File: src/rtl/logic_unit_arbiter_if.sv
// Requester/consumer bundle for logic_unit_arbiter: two operation requesters
// and a single result consumer, all sharing one WIDTH-bit datapath.
interface logic_unit_arbiter_if #(
  parameter int unsigned WIDTH = 64
);
  logic             req0_valid;
  logic             req0_ready;
  logic [WIDTH-1:0] req0_a;
  logic [WIDTH-1:0] req0_b;
  logic [1:0]       req0_op;

  logic             req1_valid;
  logic             req1_ready;
  logic [WIDTH-1:0] req1_a;
  logic [WIDTH-1:0] req1_b;
  logic [1:0]       req1_op;

  logic             res_valid;
  logic             res_ready;
  logic             res_id;
  logic [WIDTH-1:0] res_data;
  logic             res_zero;
  logic             busy;

  modport master (
    output req0_valid, req0_a, req0_b, req0_op,
    output req1_valid, req1_a, req1_b, req1_op,
    output res_ready,
    input  req0_ready, req1_ready,
    input  res_valid, res_id, res_data, res_zero, busy
  );

  modport slave (
    input  req0_valid, req0_a, req0_b, req0_op,
    input  req1_valid, req1_a, req1_b, req1_op,
    input  res_ready,
    output req0_ready, req1_ready,
    output res_valid, res_id, res_data, res_zero, busy
  );
endinterface

File: src/rtl/logic_unit_arbiter.sv
// Round-robin arbiter in front of a chunk-serial bitwise logic unit: one
// shared CHUNK-bit gate slice builds the WIDTH-bit result over NCHUNK cycles.
module logic_unit_arbiter #(
  parameter int unsigned WIDTH = 64,
  parameter int unsigned CHUNK = 8
) (
  input  logic                 clk,
  input  logic                 reset,
  logic_unit_arbiter_if.slave  bus
);
  localparam int unsigned NCHUNK = WIDTH / CHUNK;
  localparam int unsigned KW     = (NCHUNK > 1) ? $clog2(NCHUNK) : 1;

  typedef enum logic [1:0] {IDLE, RUN, DONE} state_t;

  state_t           state;
  logic [KW-1:0]    k;
  logic [WIDTH-1:0] a_q;
  logic [WIDTH-1:0] b_q;
  logic [1:0]       op_q;
  logic             prio1;
  logic             res_valid_q;
  logic             res_id_q;
  logic [WIDTH-1:0] res_data_q;
  logic             res_zero_q;
  logic             busy_q;

  logic             grant0;
  logic             grant1;
  logic [CHUNK-1:0] a_k;
  logic [CHUNK-1:0] b_k;
  logic [CHUNK-1:0] slice;

  // Same-cycle grant in IDLE; prio1 marks req0 as the most recent winner.
  always_comb begin
    grant0 = 1'b0;
    grant1 = 1'b0;
    if (state == IDLE && !reset) begin
      if (bus.req0_valid && (!bus.req1_valid || !prio1)) grant0 = 1'b1;
      else if (bus.req1_valid)                          grant1 = 1'b1;
    end
  end

  // Shared gate slice working on the chunk selected by k.
  always_comb begin
    slice = '0;
    a_k   = a_q[32'(k) * CHUNK +: CHUNK];
    b_k   = b_q[32'(k) * CHUNK +: CHUNK];
    case (op_q)
      2'b00:   slice = a_k & b_k;
      2'b01:   slice = a_k | b_k;
      2'b10:   slice = a_k ^ b_k;
      default: slice = '0;
    endcase
  end

  // res_valid is raised one cycle after entering DONE so res_zero is judged
  // on the complete result.
  always_ff @(posedge clk or posedge reset) begin
    if (reset) begin
      state       <= IDLE;
      k           <= '0;
      a_q         <= '0;
      b_q         <= '0;
      op_q        <= 2'b00;
      prio1       <= 1'b0;
      res_valid_q <= 1'b0;
      res_id_q    <= 1'b0;
      res_data_q  <= '0;
      res_zero_q  <= 1'b0;
      busy_q      <= 1'b0;
    end else begin
      case (state)
        IDLE: begin
          if (grant0 || grant1) begin
            a_q        <= grant1 ? bus.req1_a  : bus.req0_a;
            b_q        <= grant1 ? bus.req1_b  : bus.req0_b;
            op_q       <= grant1 ? bus.req1_op : bus.req0_op;
            res_id_q   <= grant1;
            prio1      <= grant0;
            k          <= '0;
            res_data_q <= '0;
            busy_q     <= 1'b1;
            state      <= RUN;
          end
        end
        RUN: begin
          res_data_q[32'(k) * CHUNK +: CHUNK] <= slice;
          if (k == KW'(NCHUNK - 1)) state <= DONE;
          else                      k     <= k + KW'(1);
        end
        DONE: begin
          if (!res_valid_q) begin
            res_valid_q <= 1'b1;
            res_zero_q  <= (res_data_q == '0);
          end else if (bus.res_ready) begin
            res_valid_q <= 1'b0;
            res_zero_q  <= 1'b0;
            busy_q      <= 1'b0;
            state       <= IDLE;
          end
        end
        default: state <= IDLE;
      endcase
    end
  end

  assign bus.req0_ready = grant0;
  assign bus.req1_ready = grant1;
  assign bus.res_valid  = res_valid_q;
  assign bus.res_id     = res_id_q;
  assign bus.res_data   = res_data_q;
  assign bus.res_zero   = res_zero_q;
  assign bus.busy       = busy_q;
endmodule

File: src/flat_wrapper.sv
// flat-port wrapper written by rule: the top's interface ports become plain ports
module logic_unit_arbiter_flat 
#(
  parameter int unsigned WIDTH = 64,
  parameter int unsigned CHUNK = 8
)
  (clk, reset, bus_req0_valid, bus_req0_a, bus_req0_b, bus_req0_op, bus_req1_valid, bus_req1_a, bus_req1_b, bus_req1_op, bus_res_ready, bus_req0_ready, bus_req1_ready, bus_res_valid, bus_res_id, bus_res_data, bus_res_zero, bus_busy);
  logic_unit_arbiter_if #(.WIDTH(WIDTH)) bus_i ();
  input  logic clk;
  input  logic reset;
  input wire logic [$bits(bus_i.req0_valid)-1:0] bus_req0_valid;
  input wire logic [$bits(bus_i.req0_a)-1:0] bus_req0_a;
  input wire logic [$bits(bus_i.req0_b)-1:0] bus_req0_b;
  input wire logic [$bits(bus_i.req0_op)-1:0] bus_req0_op;
  input wire logic [$bits(bus_i.req1_valid)-1:0] bus_req1_valid;
  input wire logic [$bits(bus_i.req1_a)-1:0] bus_req1_a;
  input wire logic [$bits(bus_i.req1_b)-1:0] bus_req1_b;
  input wire logic [$bits(bus_i.req1_op)-1:0] bus_req1_op;
  input wire logic [$bits(bus_i.res_ready)-1:0] bus_res_ready;
  output wire logic [$bits(bus_i.req0_ready)-1:0] bus_req0_ready;
  output wire logic [$bits(bus_i.req1_ready)-1:0] bus_req1_ready;
  output wire logic [$bits(bus_i.res_valid)-1:0] bus_res_valid;
  output wire logic [$bits(bus_i.res_id)-1:0] bus_res_id;
  output wire logic [$bits(bus_i.res_data)-1:0] bus_res_data;
  output wire logic [$bits(bus_i.res_zero)-1:0] bus_res_zero;
  output wire logic [$bits(bus_i.busy)-1:0] bus_busy;
  assign bus_i.req0_valid = bus_req0_valid;
  assign bus_i.req0_a = bus_req0_a;
  assign bus_i.req0_b = bus_req0_b;
  assign bus_i.req0_op = bus_req0_op;
  assign bus_i.req1_valid = bus_req1_valid;
  assign bus_i.req1_a = bus_req1_a;
  assign bus_i.req1_b = bus_req1_b;
  assign bus_i.req1_op = bus_req1_op;
  assign bus_i.res_ready = bus_res_ready;
  assign bus_req0_ready = bus_i.req0_ready;
  assign bus_req1_ready = bus_i.req1_ready;
  assign bus_res_valid = bus_i.res_valid;
  assign bus_res_id = bus_i.res_id;
  assign bus_res_data = bus_i.res_data;
  assign bus_res_zero = bus_i.res_zero;
  assign bus_busy = bus_i.busy;
  logic_unit_arbiter #(.WIDTH(WIDTH), .CHUNK(CHUNK)) u_core (.clk(clk), .reset(reset), .bus(bus_i));
endmodule
File: config.mk
export PLATFORM = sky130hd
export DESIGN_NAME = logic_unit_arbiter_flat
export DESIGN_NICKNAME = d
export VERILOG_FILES = /design/src/rtl/logic_unit_arbiter_if.sv /design/src/rtl/logic_unit_arbiter.sv /design/src/flat_wrapper.sv
export SDC_FILE = /design/constraint.sdc
export NUM_CORES = 1
export LEC_CHECK = 0
export CAP_MARGIN = 20
export CORE_MARGIN = 3
export CORE_UTILIZATION = 42
export DETAILED_ROUTE_END_ITERATION = 6
export HOLD_SLACK_MARGIN = 0.06
export PLACE_DENSITY = 0.83
export SETUP_SLACK_MARGIN = 0.1
export SYNTH_ARGS = -nofsm -noshare
export SYNTH_HDL_FRONTEND = slang
export SYNTH_SLANG_ARGS = --single-unit
File: constraint.sdc
create_clock -name clk -period 7.75 [get_ports clk]
set_clock_uncertainty 0.05 [all_clocks]
set_input_delay 1.9375 -clock clk [delete_from_list [all_inputs] [get_ports clk]]
set_output_delay 1.9375 -clock clk [all_outputs]
set_load 0.05 [all_outputs]
Word-level counts from Yosys, hierarchy flattened

Cells that the tools add are included.

Bits of input ports: 265
Logic and storage cells: 76
Output and inout bits: 70
Register bits: 204

Muxes and demuxes: 27
Bitwise logic cells: 3
Shifts and indexed selects: 4
Reductions and logical operators: 18
Add/sub/neg operators: 2
Eq/ne operators: 11

Operator list:

| operator                                                                 | count |
|---|---|
| 64-bit 2-to-1 mux                                                        | 3 |
| 64-bit one-hot mux with 2 select lines                                   | 1 |
| 64-bit by 7-bit indexed part select with 8-bit output                    | 2 |
| 64-bit bitwise mux                                                       | 1 |
| 64-bit zero test                                                         | 1 |
| 8-bit by 34-bit variable shift with 64-bit output (first input constant) | 1 |
| 8-bit by 34-bit indexed part select with 64-bit output                   | 1 |
| 6-bit negation with 34-bit output                                        | 1 |
| 8-bit one-hot mux with 3 select lines                                    | 1 |
| 1-bit 2-to-1 mux                                                         | 11 |
| 2-bit 2-to-1 mux                                                         | 5 |
| 8-bit AND                                                                | 1 |
| 2-bit inequality test (second input constant)                            | 4 |
| 8-bit OR                                                                 | 1 |
| 4-bit AND reduction                                                      | 2 |
| 8-bit bitwise XOR                                                        | 1 |
| 3-bit 2-to-1 mux                                                         | 2 |
| 2-bit one-hot mux with 3 select lines                                    | 1 |
| 3-bit one-hot mux with 2 select lines                                    | 1 |
| 2-bit AND reduction                                                      | 3 |
| 2-bit by 1-bit == test with 1-bit output (second input constant)         | 2 |
| 2-bit == test (second input constant)                                    | 2 |
| 2-bit zero test                                                          | 2 |
| 2-bit by 1-bit inequality test with 1-bit output (second input constant) | 2 |
| other kinds (8)                                                          | 13 |

Depth between registers and ports, before layout

Gate-level depths: netlist (run 1).

Word-level depth: 8
Gate-level depth with buffers: 10
Gate-level depth less buffers: 8

Worst setup path after synthesis (run 1)

No wires, ideal clock.

Kind: input port to output port
Start: in reset
End: out bus_req0_ready
Path buffers: 0
Cell stages on the path: 3
Arrival time: 2,975 ps
Path slack: 2,788 ps
Data required time: 5,762 ps
Cell sequence: nor3_4 nand2_1 a21oi_1

Word-level cells in the longest chain between the ends: 3

Ends and longest elaborated chain:

| item              | line                     | RTL |
|---|---|---|
| start, declared   | flat_wrapper.sv:10       | `input logic reset;` |
| 1-bit zero test   | logic_unit_arbiter.sv:38 | `if (state == IDLE && !reset) begin` |
| 1-bit logical AND | logic_unit_arbiter.sv:38 |  |
| 1-bit 2-to-1 mux  | logic_unit_arbiter.sv:38 |  |
| end, declared     | flat_wrapper.sv:20       | `output wire logic [$bits(bus_i.req0_ready)-1:0] bus_req0_ready;` |

Every way passes these cells.

Final worst setup path (run 1)

Start: in reset
End: out bus_req1_ready

Word-level cells in the longest chain between the ends: 3

Ends and longest elaborated chain:

| item              | line                     | RTL |
|---|---|---|
| 1-bit zero test   | logic_unit_arbiter.sv:38 |  |
| 1-bit logical AND | logic_unit_arbiter.sv:38 |  |
| 1-bit 2-to-1 mux  | logic_unit_arbiter.sv:38 |  |
| end, declared     | flat_wrapper.sv:21       | `output wire logic [$bits(bus_i.req1_ready)-1:0] bus_req1_ready;` |

Every way passes these cells.

==> summary.md, run 1 <==
| Metric | Value |
|---|---|
| Final setup violation count | 0 |
| Antenna Nets Post-Route | 0 |
| Post-Synth Simple-Gate Area | 10.99% |
| Core Util, Final | 60.01% |
| Port bufs | 334 |
| Fin cells | 1596 |
| Fmax | 160.1 MHz |
| Drt pass-1 iters | 5 |
| Routed vias | 8508 |
| I/O pin count | 335 |
| Latest clock arrival within the worst-skew pair | 0.50 ns |
| Die H | 163.5 um |
| Setup WS pre-CTS | 1.510 ns |
| #FFs+latches synth | 204 |
| Drc violations | 0 |
| Gr busiest metal | met2 |
| Slew Limit Fails | 0 |
| Die area | 26730 um^2 |
| Core Region | 24320 um^2 |
| Worst Path Arrival | 4.26 ns |
| Syn nets | 1244 |
| Fin crit share | 80.59% |
| Wire per inst | 18.95 um |
| Initial drt markers | 654 |
| Layout area overhead | 40.09% |
| Area share of fa/ha/maj cells after synthesis | 2.762% |
| Max FO, Critical Path | 22 |
| Synth Area in Compound Gates | 12.90% |
| Post-CTS Resized | 0 |
| GP Congestion | 0.8203 |
| Placed Cells | 1558 |
| First-pass GRT wire length | 47.12 mm |
| Number of max-cap violations | 0 |
| Num rows | 57 |
| Max-slew headroom | 14.36% |
| CTS Hold Bufs | 0 |
| Worst Path Required | 5.76 ns |
| GR Overflow Total | 0 |
| Initial antenna violation count | 0 |
| Met3 Resource Use GR | 3.956% |
| Pin count of the biggest net entering global routing | 280 |
| Setup TNS | 0 ns |
| Largest family of logic cells by synthesized area | multiplexers |
| Vias/cell | 5.331 |
| Distinct cells, synth | 39 |
| GR Layer Usage met1 | 28.84% |
| Multi-input logic area | 4898 um^2 |
| # diodes | 0 |
| VDD IR max | 218.1 uV |
| Reg2Reg Setup Slack | 4.31 ns |
| Vias in the first global route | 8629 |
| Die width | 163.5 um |
| Final HPWL DP | 22.66 mm |
| Clock-pin slew on the worst setup and hold paths | 0.06 ns |
| Sequential share of the synthesized area | 49.00% |
| Cell count after synthesis | 956 |
| WL final | 30.24 mm |
| Fin. Hold Viols | 0 |
| Total CTS buffers | 22 |
| Sequential cell area | 5107 um^2 |
| Layout cell share with drive strength beyond 1 | 7.469% |
| Hold Crit Class | reg2reg |
| Crit path time final | 6.246 ns |
| Root buf cell | clkbuf_16 |
| P per Cell Area | 373.4 nW/um^2 |
| CTS tree | yes |
| Max Root-Sink Buffers | 3 |
| Element type at the critical path start | input port |
| CP Capture Type | output pin |
| Post-Syn Area | 10420 um^2 |
| Yosys warning count | 0 |
| Initial Util | 42.84% |
| Nets | 1546 |
| WS Path Type | in2out |
| Fillcell total | 2001 |
| RSZ-0062 raised after global routing | no |
| Lkg Pwr | 6.899 nW |
| H-tree depth | 1 |
| Avg Cell Area, Syn | 10.90 um^2 |
| Post-synthesis xor/xnor area fraction | 0% |
| Setup bufs post-CTS | 0 |
| Clock sinks | 204 |
| Hold WS | 0.4219 ns |
| Status | finished clean |
| Met2 Use GR | 39.12% |
| Total Routing Usage GR | 22.46% |
| Slew of the pin with the lowest slew margin | 1.285 ns |
| Mux share of post-synthesis cell area | 20.18% |
| Post-route setup slack | 1.504 ns |
-- synth_stat cells --
library cell	count	area [um^2]
buf_6	9	101.4
nand2b_1	3	18.77
nor4b_2	1	15.01
nor2_1	2	7.510
clkinv_1	1	3.750
a21oi_2	1	8.760
mux2i_1	138	1381
nor4_1	15	93.84
mux4_2	32	720.7
o21ba_2	1	10.01
a31oi_1	1	6.260
buf_1	1	3.750
inv_2	17	63.81
nor3b_2	1	12.51
ha_1	23	287.8
inv_1	5	18.77
nand4b_1	4	35.03
a22o_1	1	8.760
nor3_4	1	16.27
nor3_1	4	20.02
nor3b_1	2	15.01
buf_4	3	22.52
o21ai_2	1	8.760
buf_2	26	130.1
dfrtp_1	204	5105
clkbuf_1	24	90.09
nor3_2	1	10.01
o2bb2ai_1	48	420.4
o21ai_1	150	750.7
nand3_1	23	115.1
nand2_1	171	641.9
nand4_1	5	31.28
o21ai_0	2	10.01
nor2b_1	1	6.260
and2_1	16	100.1
a21oi_1	7	35.03
o21a_1	2	15.01
o22a_1	8	70.07
or3_1	1	6.260
-- worst max-delay path, cell delays in order --
cell and delay, ns:
clkdlybuf4s50_1 0.54, nor3_4 0.36, nand3_4 0.47, inv_2 0.14, clkdlybuf4s50_1 0.81
-- metal layers --
| metal | up-vias | wire [um] |
|---|---|---|
| li1 | 4065 | - |
| met1 | 4071 | 12150 |
| met2 | 318 | 15340 |
| met3 | 54 | 1880 |
| met4 | 0 | 875 |
| met5 | - | 0 |
-- cells by family after synthesis --
kind of cell,Yosys count
adders and majority gates,23
buffers and inverters,86
and+or+nand+nor,251
DFF,204
AOI/OAI and AO/OA,222
muxes,170
-- path summary, 6_finish.rpt --
| path | start | to | cells after the start |
|---|---|---|---|
| worst min register to register | u_core.bus.res_id | u_core.bus.res_id | 2 |
| worst min-delay path | u_core.bus.res_id | u_core.bus.res_id | 2 |
| worst max-delay path | reset | bus_req1_ready | 5 |
| worst max register to register | u_core.k[2] | u_core.bus.res_data[36] | 6 |
| max in group asynchronous | reset | u_core.a_q[62] | 3 |
| min in group asynchronous | reset | u_core.bus.busy | 2 |
-- registers in the layout, summed over array words and instances, names as in the netlist --
register / cells
u_core.bus.busy: 1
u_core.bus.res_data: 64
u_core.bus.res_zero: 1
u_core.k: 3
u_core.a_q: 64
u_core.b_q: 64
u_core.bus.res_valid: 1
u_core.prio1: 1
u_core.op_q: 2
u_core.bus.res_id: 1
u_core.state: 2
-- layout make-up --
cell class / instances / share of cell area (%)
flip-flops and latches: 204 / 35.00
multi-input cells: 666 / 33.56
repair buffers: 341 / 23.35
clock buffers: 35 / 4.390
well taps: 324 / 2.778
inverters: 23 / 0.6430
clock inverters: 3 / 0.2743
-- report_power, final --
part | total, mW | internal (mW) | switching (mW)
clock network | 1.00 | 0.596 | 0.407
registers | 1.83 | 1.49 | 0.343
logic | 2.61 | 1.09 | 1.52
total | 5.45 | 3.18 | 2.27
-- stage by stage --
stage / instance area [um^2] / power [mW]
after floorplan: 10420 / 3.648
after global placement: 13910 / 4.389
after detailed placement: 13910 / 4.484
after CTS: 14590 / 5.505
after global routing: 14590 / 5.832
final: 14590 / 5.449
-- layout by cell type (no fill, tap or decap), drive strengths merged --
cell type and n:
a21oi 8, a22o 1, a31oi 1, and2 16, buf 7, bufinv 1
clkbuf 35, clkdlybuf4s50 334, clkinv 3, dfrtp 204, ha 23, inv 22
mux2i 138, mux4 32, nand2 171, nand2b 3, nand3 23, nand4 5
nand4b 4, nor2 2, nor2b 1, nor3 6, nor3b 3, nor4 15
nor4b 1, o21a 2, o21ai 153, o21ba 1, o22a 8, o2bb2ai 48
or3 1
No activity file was read; power rests on OpenSTA's default activity.
==> run 2, diff against run 1 <==
--- a/config.mk
+++ b/config.mk
@@ -7,10 +7,10 @@
 export LEC_CHECK = 0
 export CAP_MARGIN = 20
 export CORE_MARGIN = 3
-export CORE_UTILIZATION = 42
+export CORE_UTILIZATION = 47
 export DETAILED_ROUTE_END_ITERATION = 6
 export HOLD_SLACK_MARGIN = 0.06
-export PLACE_DENSITY = 0.83
+export PLACE_DENSITY = 0.87
 export SETUP_SLACK_MARGIN = 0.1
 export SYNTH_ARGS = -nofsm -noshare
 export SYNTH_HDL_FRONTEND = slang
==> constraint.sdc (replaced) <==
create_clock -name clk -period 6.45 [get_ports clk]
set_clock_uncertainty 0.05 [all_clocks]
set_input_delay 1.6125 -clock clk [delete_from_list [all_inputs] [get_ports clk]]
set_output_delay 1.6125 -clock clk [all_outputs]
set_load 0.05 [all_outputs]
==> summary.md, run 2 (synthesis results as in run 1) <==
| Metric | Value |
|---|---|
| Worst path cell trace | clkdlybuf4s50_1, nor3_4, nand2_1, a21oi_1, clkdlybuf4s50_1 |
| P_sw | 2.770 mW |
| Fillcell total | 1604 |
| Lkg Pwr | 6.932 nW |
| Final HPWL DP | 22.39 mm |
| Fin. Hold Viols | 0 |
| Worst Path Required | 4.79 ns |
| Die area | 23990 um^2 |
| Commonest non-fill, non-tap cell in the layout | clkdlybuf4s50_1 |
| Reg-to-reg critical path startpoint | u_core.k[2] |
| Die H | 154.9 um |
| Total Routing Usage GR | 24.73% |
| First-pass GRT wire length | 47.49 mm |
| Latest clock arrival within the worst-skew pair | 0.50 ns |
| Status | finished clean |
| Crit path top cell by count | clkdlybuf4s50_1 |
| Hold Crit Class | reg2reg |
| VDD IR max | 221.6 uV |
| # diodes | 0 |
| Slew of the pin with the lowest slew margin | 1.058 ns |
| Die width | 154.9 um |
| Fin crit share | 79.79% |
| Layout area overhead | 40.04% |
| Vias in the first global route | 8905 |
| Setup TNS | 0 ns |
| CP Capture Type | output pin |
| Highest cell delay on the worst timing path | 0.83 ns |
| Layout cell share with drive strength beyond 1 | 8.170% |
| Setup WS pre-CTS | 1.330 ns |
| Combinational share of power | 47.4% |
| Reg2Reg Setup Slack | 2.93 ns |
| Worst Path Arrival | 3.48 ns |
| I/O pin count | 335 |
| Reg2reg end | u_core.bus.res_data[37] |
| Drc violations | 0 |
| Sw frac | 42.11% |
| Element type at the critical path start | input port |
| RSZ-0062 raised after global routing | no |
| Fmax | 194.3 MHz |
| GP Congestion | 0.8359 |
| Number of max-cap violations | 0 |
| WP depth | 5 |
| Crit path time final | 5.146 ns |
| WL final | 29.94 mm |
| Internal | 3.809 mW |
| Vias/cell | 5.559 |
| Initial drt markers | 474 |
| Core Region | 21420 um^2 |
| Worst path bufs/invs | 2 |
| Wire per inst | 19.34 um |
| Max Root-Sink Buffers | 3 |
| Clock sinks | 204 |
| CTS tree | yes |
| Pin count of the biggest net entering global routing | 260 |
| Crit path to | bus_req0_ready |
| Commonest non-fill, non-tap cells in the layout | clkdlybuf4s50_1 (334), dfrtp_1 (202), nand2_1 (171) |
| Routed vias | 8606 |
| Slowest cell on crit path | clkdlybuf4s50_1 |
| Initial Util | 48.64% |
| P per Cell Area | 450.9 nW/um^2 |
| GR Overflow Total | 0 |
| Max FO, Critical Path | 6 |
| Final setup violation count | 0 |
| Nets | 1545 |
| Clock-pin slew on the worst setup and hold paths | 0.05 ns |
| Setup bufs post-CTS | 0 |
| Root buf cell | clkbuf_16 |
| Total CTS buffers | 22 |
| Sequential share of power | 34.2% |
| CTS Hold Bufs | 0 |
| Clock power frac | 18.4% |
| R2R cell count | 6 |
| Post-CTS Resized | 0 |
| Port bufs | 334 |
| Num rows | 53 |
| Slew Limit Fails | 0 |
| Crit path launch | reset |
| Max-slew headroom | 29.44% |
| WS Path Type | in2out |
| Initial antenna violation count | 0 |
| Post-route setup slack | 1.304 ns |
| Worst path top cell family by delay | buffers and inverters |
| H-tree depth | 1 |
| Drt pass-1 iters | 5 |
| Antenna Nets Post-Route | 0 |
==> run 2: changes by cell type in the layout (fill, tap and decap cells not counted), moves of 2 or more <==
| cell | change |
|---|---|
| buf_12 | +4 |
| buf_4 | -5 |
| clkinv_2 | +9 |
| clkinvlp_4 | +2 |
| clkbuf_1 | -8 |
==> run 2: power groups by stage <==
| stage | clock, mW | sequential [mW] | combinational, mW |
|---|---|---|---|
| global route | 1.29 | 2.32 | 3.40 |
| global placement | 0 | 2.22 | 3.00 |
| CTS | 1.23 | 2.24 | 3.13 |
| detailed placement | 0 | 2.25 | 3.10 |
| floorplan | 0 | 2.45 | 1.93 |
| finish | 1.21 | 2.25 | 3.12 |
==> run 2: layout make-up <==
| class | count | area, um^2 | area share [%] |
|---|---|---|---|
| clock buffer | 26 | 596.8 | 4.091 |
| multi-input combinational | 666 | 4898 | 33.58 |
| sequential | 204 | 5107 | 35.01 |
| inverter | 23 | 90.09 | 0.6175 |
| tap | 275 | 344.1 | 2.358 |
| clock inverter | 14 | 101.3 | 0.6947 |
| timing repair buffer | 340 | 3451 | 23.65 |
==> run 2: stage by stage <==
stage / util, % / hold slack (ns) / cell area (um^2) / power [mW] / cells
global route: 68.11 / 0.4564 / 14590 / 7.000 / 1548
finish: 68.11 / 0.4303 / 14590 / 6.578 / 1548
detailed placement: 64.76 / 0.4204 / 13870 / 5.359 / 1507
CTS: 68.02 / 0.4326 / 14570 / 6.595 / 1547
floorplan: - / 0.4003 / 10420 / 4.384 / 956
global placement: 64.76 / 0.4120 / 13870 / 5.222 / 1507
==> run 2: worst min-delay path by stage <==
stage | slack [ns] | end | startpoint | cells past startpoint
floorplan | 0.40 | u_core.a_q[16] | u_core.a_q[16] | 2
global placement | 0.41 | u_core.b_q[11] | u_core.b_q[11] | 2
detailed placement | 0.42 | u_core.a_q[24] | u_core.a_q[24] | 2
CTS | 0.43 | u_core.a_q[24] | u_core.a_q[24] | 2
global route | 0.46 | u_core.a_q[41] | u_core.a_q[41] | 2
finish | 0.43 | u_core.a_q[24] | u_core.a_q[24] | 2
==> run 2: worst reg2reg max path, cell delays in order, from the launching register on <==
cell      delay, ns
dfrtp_1        0.87
clkinv_1       0.78
ha_1           0.51
nor4b_2        0.39
nand3_1        0.47
nand3_1        0.23
o21ai_1        0.08
==> run 2: layer usage <==
layer  up-vias  share of wire, %  track usage (%)
met1      4131                39            31.66
met4         0               2.6            6.939
met3        50               6.3            3.839
met2       353                52            43.78
li1       4072                 -                -
met5         -                 0                0
